$ cat config.mk
export PLATFORM = sky130hd
export DESIGN_NAME = pcie_hcmd_slot_free_arb
export DESIGN_NICKNAME = d
export VERILOG_FILES = /design/src/rtl/pcie_hcmd_slot_defs.sv /design/src/rtl/pcie_hcmd_tag_fifo.sv /design/src/rtl/pcie_hcmd_slot_free_arb.sv
export SDC_FILE = /design/constraint.sdc
export NUM_CORES = 1
export LEC_CHECK = 0
export CORE_MARGIN = 2
export CORE_UTILIZATION = 45
export CTS_BUF_LIST = sky130_fd_sc_hd__clkbuf_8
export CTS_CLUSTER_DIAMETER = 40
export CTS_CLUSTER_SIZE = 10
export DETAILED_ROUTE_END_ITERATION = 6
export GPL_ROUTABILITY_DRIVEN = 0
export GPL_TIMING_DRIVEN = 0
export PLACE_DENSITY = 0.66
export SLEW_MARGIN = 5
export SYNTH_ARGS = -nofsm -noshare
export SYNTH_HDL_FRONTEND = slang
export SYNTH_HIERARCHICAL = 1
export SYNTH_SLANG_ARGS = --single-unit
$ cat constraint.sdc
create_clock -name pcie_user_clk -period 2.7 [get_ports pcie_user_clk]
set_clock_uncertainty 0.2 [all_clocks]
set_input_delay 0.54 -clock pcie_user_clk [delete_from_list [all_inputs] [get_ports pcie_user_clk]]
set_output_delay 0.54 -clock pcie_user_clk [all_outputs]
set_load 0.02 [all_outputs]
$ cat src/rtl/pcie_hcmd_slot_defs.sv
// Shared host-command slot definitions: slot geometry and free-request source IDs.
// The slot manager imports the same package.
package pcie_hcmd_slot_defs;

   localparam int unsigned P_SLOT_WIDTH      = 1024;
   localparam int unsigned P_SLOT_TAG_WIDTH  = 10;
   localparam int unsigned P_FIFO_DEPTH_LOG2 = 3;

   typedef enum logic {
      SRC_CPL = 1'b0,
      SRC_ABT = 1'b1
   } slot_src_e;

   function automatic slot_src_e other_src(input slot_src_e src);
      return (src == SRC_CPL) ? SRC_ABT : SRC_CPL;
   endfunction

endpackage

$ cat src/rtl/pcie_hcmd_tag_fifo.sv
// Synchronous tag FIFO, depth 2**P_DEPTH_LOG2, first-word-fall-through read port.
// Pushes while full and pops while empty are ignored.
module pcie_hcmd_tag_fifo
   import pcie_hcmd_slot_defs::*;
#(
   parameter int unsigned P_DATA_WIDTH = P_SLOT_TAG_WIDTH,
   parameter int unsigned P_DEPTH_LOG2 = P_FIFO_DEPTH_LOG2
) (
   input  logic                    pcie_user_clk,
   input  logic                    pcie_user_rst_n,
   input  logic                    push,
   input  logic [P_DATA_WIDTH-1:0] push_data,
   input  logic                    pop,
   output logic [P_DATA_WIDTH-1:0] pop_data,
   output logic                    full,
   output logic                    empty
);

   localparam int unsigned DEPTH = 2 ** P_DEPTH_LOG2;

   logic [P_DATA_WIDTH-1:0] mem [DEPTH];
   logic [P_DEPTH_LOG2:0]   wr_ptr;
   logic [P_DEPTH_LOG2:0]   rd_ptr;
   logic                    push_ok;
   logic                    pop_ok;

   // Extra pointer MSB distinguishes full from empty when the index bits match.
   assign full  = (wr_ptr[P_DEPTH_LOG2] != rd_ptr[P_DEPTH_LOG2]) &&
                  (wr_ptr[P_DEPTH_LOG2-1:0] == rd_ptr[P_DEPTH_LOG2-1:0]);
   assign empty = (wr_ptr == rd_ptr);

   assign push_ok  = push & ~full;
   assign pop_ok   = pop & ~empty;
   assign pop_data = mem[rd_ptr[P_DEPTH_LOG2-1:0]];

   always_ff @(posedge pcie_user_clk or negedge pcie_user_rst_n) begin
      if (!pcie_user_rst_n) begin
         wr_ptr <= '0;
         rd_ptr <= '0;
      end else begin
         if (push_ok) wr_ptr <= wr_ptr + {{P_DEPTH_LOG2{1'b0}}, 1'b1};
         if (pop_ok)  rd_ptr <= rd_ptr + {{P_DEPTH_LOG2{1'b0}}, 1'b1};
      end
   end

   always_ff @(posedge pcie_user_clk) begin
      if (push_ok) mem[wr_ptr[P_DEPTH_LOG2-1:0]] <= push_data;
   end

endmodule

$ cat src/rtl/pcie_hcmd_slot_free_arb.sv
// Merges completion and abort slot-free requests into one registered free pulse per cycle.
// Optional allocated-tag duplicate check: define SLOT_FREE_DUP_CHECK_EN.
module pcie_hcmd_slot_free_arb
   import pcie_hcmd_slot_defs::*;
#(
   parameter int unsigned P_SLOT_WIDTH      = pcie_hcmd_slot_defs::P_SLOT_WIDTH,
   parameter int unsigned P_SLOT_TAG_WIDTH  = pcie_hcmd_slot_defs::P_SLOT_TAG_WIDTH,
   parameter int unsigned P_FIFO_DEPTH_LOG2 = pcie_hcmd_slot_defs::P_FIFO_DEPTH_LOG2
) (
   input  logic                        pcie_user_clk,
   input  logic                        pcie_user_rst_n,
   input  logic                        cpl_free_valid,
   output logic                        cpl_free_ready,
   input  logic [P_SLOT_TAG_WIDTH-1:0] cpl_free_tag,
   input  logic                        abt_free_valid,
   output logic                        abt_free_ready,
   input  logic [P_SLOT_TAG_WIDTH-1:0] abt_free_tag,
   input  logic                        hcmd_slot_rdy,
   input  logic                        hcmd_slot_alloc_en,
   input  logic [P_SLOT_TAG_WIDTH-1:0] hcmd_slot_tag,
   output logic                        hcmd_slot_free_en,
   output logic [P_SLOT_TAG_WIDTH-1:0] hcmd_slot_invalid_tag,
   output logic                        free_err,
   output logic [P_SLOT_TAG_WIDTH-1:0] free_err_tag
);

   if (P_SLOT_WIDTH < (32'd1 << P_SLOT_TAG_WIDTH)) begin : g_width_check
      $error("P_SLOT_WIDTH cannot hold every P_SLOT_TAG_WIDTH tag");
   end

   logic                        cpl_full, cpl_empty, abt_full, abt_empty;
   logic [P_SLOT_TAG_WIDTH-1:0] cpl_head, abt_head;
   logic                        grant_cpl, grant_abt, pop_any;
   logic [P_SLOT_TAG_WIDTH-1:0] pop_tag;
   logic                        issue_free;
   slot_src_e                   rr_ptr;

   assign cpl_free_ready = ~cpl_full;
   assign abt_free_ready = ~abt_full;

   pcie_hcmd_tag_fifo #(
      .P_DATA_WIDTH (P_SLOT_TAG_WIDTH),
      .P_DEPTH_LOG2 (P_FIFO_DEPTH_LOG2)
   ) u_cpl_fifo (
      .pcie_user_clk   (pcie_user_clk),
      .pcie_user_rst_n (pcie_user_rst_n),
      .push            (cpl_free_valid),
      .push_data       (cpl_free_tag),
      .pop             (grant_cpl),
      .pop_data        (cpl_head),
      .full            (cpl_full),
      .empty           (cpl_empty)
   );

   pcie_hcmd_tag_fifo #(
      .P_DATA_WIDTH (P_SLOT_TAG_WIDTH),
      .P_DEPTH_LOG2 (P_FIFO_DEPTH_LOG2)
   ) u_abt_fifo (
      .pcie_user_clk   (pcie_user_clk),
      .pcie_user_rst_n (pcie_user_rst_n),
      .push            (abt_free_valid),
      .push_data       (abt_free_tag),
      .pop             (grant_abt),
      .pop_data        (abt_head),
      .full            (abt_full),
      .empty           (abt_empty)
   );

   // The RR pointer only breaks ties; a lone non-empty FIFO always wins.
   always_comb begin
      grant_cpl = ~cpl_empty & (abt_empty | (rr_ptr == SRC_CPL));
      grant_abt = ~abt_empty & (cpl_empty | (rr_ptr == SRC_ABT));
      pop_any   = grant_cpl | grant_abt;
      pop_tag   = grant_abt ? abt_head : cpl_head;
   end

   always_ff @(posedge pcie_user_clk or negedge pcie_user_rst_n) begin
      if (!pcie_user_rst_n) begin
         rr_ptr <= SRC_CPL;
      end else if (!cpl_empty && !abt_empty) begin
         rr_ptr <= other_src(rr_ptr);
      end
   end

`ifdef SLOT_FREE_DUP_CHECK_EN
   logic [P_SLOT_WIDTH-1:0] slot_bitmap;
   logic                    tag_allocated;
   logic                    issue_err;

   assign tag_allocated = slot_bitmap[pop_tag];
   assign issue_free    = pop_any & tag_allocated;
   assign issue_err     = pop_any & ~tag_allocated;

   // Set after clear so a same-cycle alloc of the popped tag leaves the bit set.
   always_ff @(posedge pcie_user_clk or negedge pcie_user_rst_n) begin
      if (!pcie_user_rst_n) begin
         slot_bitmap <= '0;
      end else begin
         if (issue_free) slot_bitmap[pop_tag] <= 1'b0;
         if (hcmd_slot_rdy && hcmd_slot_alloc_en) slot_bitmap[hcmd_slot_tag] <= 1'b1;
      end
   end

   always_ff @(posedge pcie_user_clk or negedge pcie_user_rst_n) begin
      if (!pcie_user_rst_n) begin
         free_err     <= 1'b0;
         free_err_tag <= '0;
      end else begin
         free_err <= issue_err;
         if (issue_err) free_err_tag <= pop_tag;
      end
   end
`else
   logic unused_snoop;

   assign unused_snoop = ^{hcmd_slot_rdy, hcmd_slot_alloc_en, hcmd_slot_tag};
   assign issue_free   = pop_any;
   assign free_err     = 1'b0;
   assign free_err_tag = '0;
`endif

   always_ff @(posedge pcie_user_clk or negedge pcie_user_rst_n) begin
      if (!pcie_user_rst_n) begin
         hcmd_slot_free_en     <= 1'b0;
         hcmd_slot_invalid_tag <= '0;
      end else begin
         hcmd_slot_free_en <= issue_free;
         if (issue_free) hcmd_slot_invalid_tag <= pop_tag;
      end
   end

endmodule
==> metrics.csv, run 1 <==
stage,metric,value,unit
synth,synthCells,419,
global_route,track_usage,16.9,%
clock_network,insertion_delay,0.47,ns
detailed_routing,vias_per_cell,5.45,
place,dp.cells,702,
timing,period_share,96.7,%
timing,max_slew_margin,28.2,%
timing,setup_viol,0,
final_layout,nets,550,
timing,rsz0062_at_grt,yes,
synth,ys_async_sr_fraction,14.9,%
detailed_routing,drt_wl_total,15700,um
timing,period_minus_slack,2.61,ns
timing,hold_viol,0,
timing,tightest_slew,1.07,ns
die,die_h,138,um
pwr,p_per_area,1180,nW/um^2
synth,synth-seq-area-share,67.9,%
clock_network,cts_tree,done,
min_path,holdPathEnd,rr_ptr,
timing,max_freq,383,MHz
global_route,grt_pass1_vias,4194,
worst_setup_path,endpoint_kind,output port,
synth,synthFlopType,edfxtp_1,
clock_network,cts.sinks,188,
min_path,min_from,rr_ptr,
die,die_x,138,um
final_layout,layoutNonFillerInstCount,752,
pwr,ir_drop,0.537,mV
detailed_routing,drc,0,
detailed_routing,dr.pass1.iters,4,
final_layout,fillerInstances,1391,
die,num_rows,49,
die,io_pins,60,
pwr,p_leak,3.18,nW
synth,synth_top_cell_by_area,edfxtp_1,
final_layout,diodes,0,
timing,tns,0,ns
pwr,p_switching,4.10,mW
die,die_area,19100,sq um
worst_setup_path,worstPathMaxFanout,9,
status,outcome,completed,
place,port_buffers,36,
pwr,p_sw_share,36.3,%
final_layout,syn_to_final_growth,18.0,%
worst_setup_path,timing.rr.start,u_cpl_fifo/wr_ptr[1],
min_path,hold_class,register to register,
min_path,min_path_cells,1,
die,initial_utilization,45.5,%
pwr,p_int,7.19,mW
synth,synth-seq-cells,188,
synth,ys_types,34,
global_route,grt_first_pass_wirelength,24300,um
detailed_routing,vias,4099,
place,place_area,8920,sq um
global_route,grt_overflow,0,
run,max_cap_violations,0,
synth,syn-mean-instance-area,19.4,sq um
synth,ys_warn_count,6,
die,core_area,17800,sq um
final_layout,final_cell_mix,"edfxtp_1, mux4_2, buf_4",
worst_setup_path,cp_data_arrival_time,1.87,ns
synth,netlist.area_leader.share,59.3,%
clock_network,ctsLongestPathBuffers,2,
clock_network,numCtsBuffers,17,
global_route,antenna_found_initial,0,
clock_network,htreeDepth,4,
worst_setup_path,critical_path_class,register to output port,
synth,syn_area,8110,sq um
detailed_routing,ant_nets,0,
clock_network,cts.reportedPaths.clkPinSlew,0.10,ns
pwr,power,11.3,mW
pwr,comb_power_share,46.8,%
worst_setup_path,r2r-end,u_cpl_fifo/rd_ptr[3],
worst_setup_path,timing.reg2reg.setup_slack,0.09,ns
place,dp_hpwl,10500,um
synth,synth-edff-count,160,
final_layout,final_area,9570,sq um
pwr,clkPwrFrac,16.8,%
timing,drv_slew,0,
clock_network,root_buffer,clkbuf_8,
worst_setup_path,reg2reg_depth,10,
final_layout,drive_gt1_share,36.1,%
detailed_routing,wire_per_inst,20.9,um
detailed_routing,drt_iter0_markers,265,
timing,hold_slack,0.350,ns
worst_setup_path,startpoint_type,register,
final_layout,final_common_cell,edfxtp_1,
global_route,grt_max_degree,29,
worst_setup_path,crit_required,1.96,ns
pwr,pwr-share-seq,36.4,%
synth,synth_area_leaders,"edfxtp_1, mux4_2, dfrtp_1",
[stage by stage]
stage	setup WS [ns]	utilization (%)
final	0.0883	53.6
after CTS	-0.0566	52.8
after floorplan	0.0267	-
after global routing	-0.0192	53.6
after global placement	-1.15	49.3
after detailed placement	-0.331	50.0
[worst max-delay path by stage]
stage	from	slack [ns]	cells after the start	end
finish	u_abt_fifo/wr_ptr[1]	0.09	6	abt_free_ready
global route	u_abt_fifo/wr_ptr[1]	-0.02	6	abt_free_ready
CTS	u_cpl_fifo/wr_ptr[0]	-0.06	5	cpl_free_ready
detailed placement	abt_free_valid	-0.33	4	u_abt_fifo/mem[1][6]
global placement	abt_free_valid	-1.15	3	u_abt_fifo/mem[4][2]
floorplan	u_abt_fifo/rd_ptr[0]	0.03	4	u_abt_fifo/mem[4][0]
[metal layers]
metal  track usage, %  share of wire (%)  vias to the layer above
met2             25.6                 47                       87
met5                0                  0                        -
met1             24.4                 48                     2138
met3             3.91                3.9                       17
met4             6.07                1.6                        0
li1                 -                  -                     1857
[cells in the mapped netlist, types with 6 or more instances]
cell type and number:
buf_4 14, buf_6 9, clkbuf_1 7, dfrtp_1 28, edfxtp_1 160, inv_1 7
mux2_2 20, mux2i_1 10, mux4_2 40, nand2_1 19, nor2_1 13, nor3_1 6
o221a_1 10, xnor2_1 10, xor2_4 6
[critical path, cell delays in order, from the launching register on]
cell and delay, ns:
dfrtp_1 0.41, buf_6 0.16, xor2_4 0.20, buf_12 0.13, nor4_4 0.29, inv_1 0.07, buf_2 0.16
[what timing repair did]
action | 4_1_cts | 5_1_grt
pin swaps | 3 | 7
hold buffers | 0 | 1
gates resized for setup | 24 | 15
endpoints found under the hold margin | 0 | 28
endpoints found under the setup margin | 33 | 52
setup buffers | 4 | 13
[flip-flops by register name (all words and copies together) (netlist names)]
name	count
u_abt_fifo/wr_ptr	4
u_cpl_fifo/rd_ptr	4
rr_ptr	1
u_abt_fifo/rd_ptr	4
hcmd_slot_invalid_tag	10
u_abt_fifo/mem	80
u_cpl_fifo/mem	80
u_cpl_fifo/wr_ptr	4
hcmd_slot_free_en	1
[power by group through the flow]
stage	Sequential [mW]	Clock (mW)	Combinational, mW
2_1_floorplan	4.16	0	3.41
3_3_place_gp	4.13	0	4.48
3_5_place_dp	4.16	0	4.73
4_1_cts	4.10	1.95	4.96
5_1_grt	4.16	2.08	5.67
6_report	4.11	1.90	5.28
[kinds of logic after synthesis]
| kind of cell | after synthesis | synth area share (%) |
|---|---|---|
| buffers and inverters | 41 | 3.44 |
| flip-flops | 188 | 67.9 |
| other | 1 | 0.0462 |
| adder cells (fa/ha/maj) | 4 | 0.617 |
| XOR/XNOR | 19 | 3.44 |
| AO/OA/AOI/OAI | 28 | 4.44 |
| multiplexers | 74 | 15.7 |
| AND/OR/NAND/NOR | 64 | 4.44 |
[cell type report]
| cell class | instances | area, sq um | share of cell area, % |
|---|---|---|---|
| repair buffers | 62 | 574 | 6.00 |
| flip-flops and latches | 188 | 5510 | 57.6 |
| well taps | 229 | 287 | 2.99 |
| multi-input cells | 200 | 2480 | 25.9 |
| clock inverters | 15 | 175 | 1.83 |
| clock buffers | 17 | 234 | 2.45 |
| inverters | 7 | 26.3 | 0.275 |
| plain buffers | 34 | 285 | 2.98 |
Note: power is estimated with default switching activity, not from simulation.
==> run 2, diff against run 1 <==
--- a/config.mk
+++ b/config.mk
@@ -14,7 +14,6 @@
 export GPL_ROUTABILITY_DRIVEN = 0
 export GPL_TIMING_DRIVEN = 0
 export PLACE_DENSITY = 0.66
-export SLEW_MARGIN = 5
 export SYNTH_ARGS = -nofsm -noshare
 export SYNTH_HDL_FRONTEND = slang
 export SYNTH_HIERARCHICAL = 1
==> metrics.csv, run 2 (synthesis gave the netlist of run 1 again) <==
stage,metric,value,unit,change
die,die_h,138,um,unchanged
final_layout,nets,554,,was 550
worst_setup_path,startpoint_type,register,,unchanged
timing,setup_viol,0,,unchanged
min_path,hold_class,register to register,,unchanged
die,initial_utilization,45.5,%,unchanged
global_route,grt_pass1_vias,4325,,was 4194
detailed_routing,ant_nets,0,,unchanged
timing,max_freq,385,MHz,was 383 MHz
global_route,antenna_found_initial,0,,unchanged
timing,tns,0,ns,unchanged
detailed_routing,wire_per_inst,21.0,um,was 20.9 um
timing,period_share,96.1,%,was 96.7%
global_route,grt_first_pass_wirelength,24800,um,was 24300 um
run,max_cap_violations,0,,unchanged
pwr,ir_drop,0.493,mV,was 0.537 mV
worst_setup_path,worstPathMaxFanout,9,,unchanged
place,dp_hpwl,10500,um,about the same
die,io_pins,60,,unchanged
worst_setup_path,critical_path_class,register to output port,,unchanged
die,num_rows,49,,unchanged
global_route,track_usage,17.3,%,was 16.9%
clock_network,numCtsBuffers,17,,unchanged
pwr,p_leak,3.20,nW,was 3.18 nW
clock_network,htreeDepth,4,,unchanged
final_layout,diodes,0,,unchanged
die,die_area,19100,sq um,unchanged
worst_setup_path,endpoint_kind,output port,,unchanged
detailed_routing,dr.pass1.iters,4,,unchanged
clock_network,cts.reportedPaths.clkPinSlew,0.11,ns,was 0.10 ns
detailed_routing,drc,0,,unchanged
timing,drv_slew,0,,unchanged
clock_network,root_buffer,clkbuf_8,,unchanged
timing,tightest_slew,1.17,ns,was 1.07 ns
pwr,power,11.3,mW,about the same
global_route,grt_overflow,0,,unchanged
final_layout,final_cell_mix,"edfxtp_1, mux4_2, buf_4",,unchanged
final_layout,final_common_cell,edfxtp_1,,unchanged
detailed_routing,drt_wl_total,15900,um,was 15700 um
final_layout,fillerInstances,1376,,was 1391
clock_network,cts_tree,done,,unchanged
timing,period_minus_slack,2.60,ns,was 2.61 ns
worst_setup_path,cp_data_arrival_time,1.86,ns,was 1.87 ns
detailed_routing,vias,4141,,was 4099
global_route,grt_max_degree,29,,unchanged
worst_setup_path,crit_required,1.96,ns,about the same
pwr,p_per_area,1180,nW/um^2,about the same
clock_network,ctsLongestPathBuffers,2,,unchanged
timing,max_slew_margin,21.9,%,was 28.2%
die,die_x,138,um,unchanged
detailed_routing,vias_per_cell,5.48,,was 5.45
place,port_buffers,36,,unchanged
status,outcome,completed,,unchanged
detailed_routing,drt_iter0_markers,284,,was 265
final_layout,syn_to_final_growth,18.5,%,was 18.0%
clock_network,insertion_delay,0.46,ns,was 0.47 ns
die,core_area,17800,sq um,unchanged
timing,hold_viol,0,,unchanged
final_layout,drive_gt1_share,36.4,%,was 36.1%
clock_network,cts.sinks,188,,unchanged
-- run 2: cell count changes in the layout (fill, tap and decap cells not counted), moves of 2 or more --
cell,delta
o311ai_0,-2
dfrtp_2,-2
buf_4,+2
dfrtp_1,+2
buf_6,+3
-- run 2: critical path: stages (launching register included) --
cell     delay [ns]
dfrtp_1        0.40
buf_4          0.20
xor2_4         0.22
nor4_4         0.34
inv_1          0.08
buf_2          0.16
-- run 2: worst paths after layout --
path,from,endpoint,slack (ns),cells after the start
hold / removal,rr_ptr,rr_ptr,0.37,1
setup / recovery,u_cpl_fifo/wr_ptr[0],cpl_free_ready,0.10,5
max in group asynchronous,pcie_user_rst_n,u_abt_fifo/rd_ptr[2],1.36,2
hold reg to reg,rr_ptr,rr_ptr,0.37,1
min in group asynchronous,pcie_user_rst_n,u_abt_fifo/wr_ptr[1],0.46,2
setup reg to reg,u_abt_fifo/wr_ptr[0],hcmd_slot_invalid_tag[5],0.10,11
-- run 2: area by class of cell --
| type | count | area, sq um | share of cell area [%] |
|---|---|---|---|
| well taps | 229 | 287 | 2.98 |
| repair buffers | 68 | 622 | 6.47 |
| plain buffers | 32 | 267 | 2.77 |
| clock buffers | 17 | 234 | 2.43 |
| clock inverters | 15 | 175 | 1.82 |
| flip-flops and latches | 188 | 5510 | 57.3 |
| multi-input cells | 200 | 2490 | 25.9 |
| inverters | 7 | 28.8 | 0.299 |
-- run 2: timing repair --
action | in CTS | in global routing
hold buffers | 0 | 1
gates resized for setup | 30 | 14
setup endpoints to repair | 46 | 50
pin swaps | 5 | 9
hold endpoints to repair | 0 | 28
buffers inserted | 11 | 12
-- run 2: power breakdown --
group / switching, mW / internal [mW] / leakage (nW) / total [mW]
clock: 1.04 / 0.857 / 0.205 / 1.89
combinational: 2.79 / 2.52 / 1.22 / 5.31
sequential: 0.317 / 3.78 / 1.77 / 4.10
total: 4.14 / 7.16 / 3.20 / 11.3
-- run 2: metrics by stage --
stage | cell area (sq um) | util [%] | instances | hold WS [ns] | worst slack, ns
3_5_place_dp | 8920 | 50.0 | 702 | 0.350 | -0.345
2_1_floorplan | 8150 | - | 429 | 0.0444 | 0.0267
6_report | 9610 | 53.9 | 756 | 0.369 | 0.104
3_3_place_gp | 8790 | 49.3 | 694 | 0.331 | -1.15
5_1_grt | 9610 | 53.9 | 756 | 0.401 | -0.0220
4_1_cts | 9510 | 53.3 | 745 | 0.372 | -0.00373
-- run 2: layer usage --
metal | vias up | track usage (%) | routed length, um
met3 | 20 | 3.64 | 676
met5 | - | 0 | 0
met2 | 102 | 26.3 | 7570
li1 | 1865 | - | -
met1 | 2154 | 24.8 | 7280
met4 | 0 | 6.50 | 330
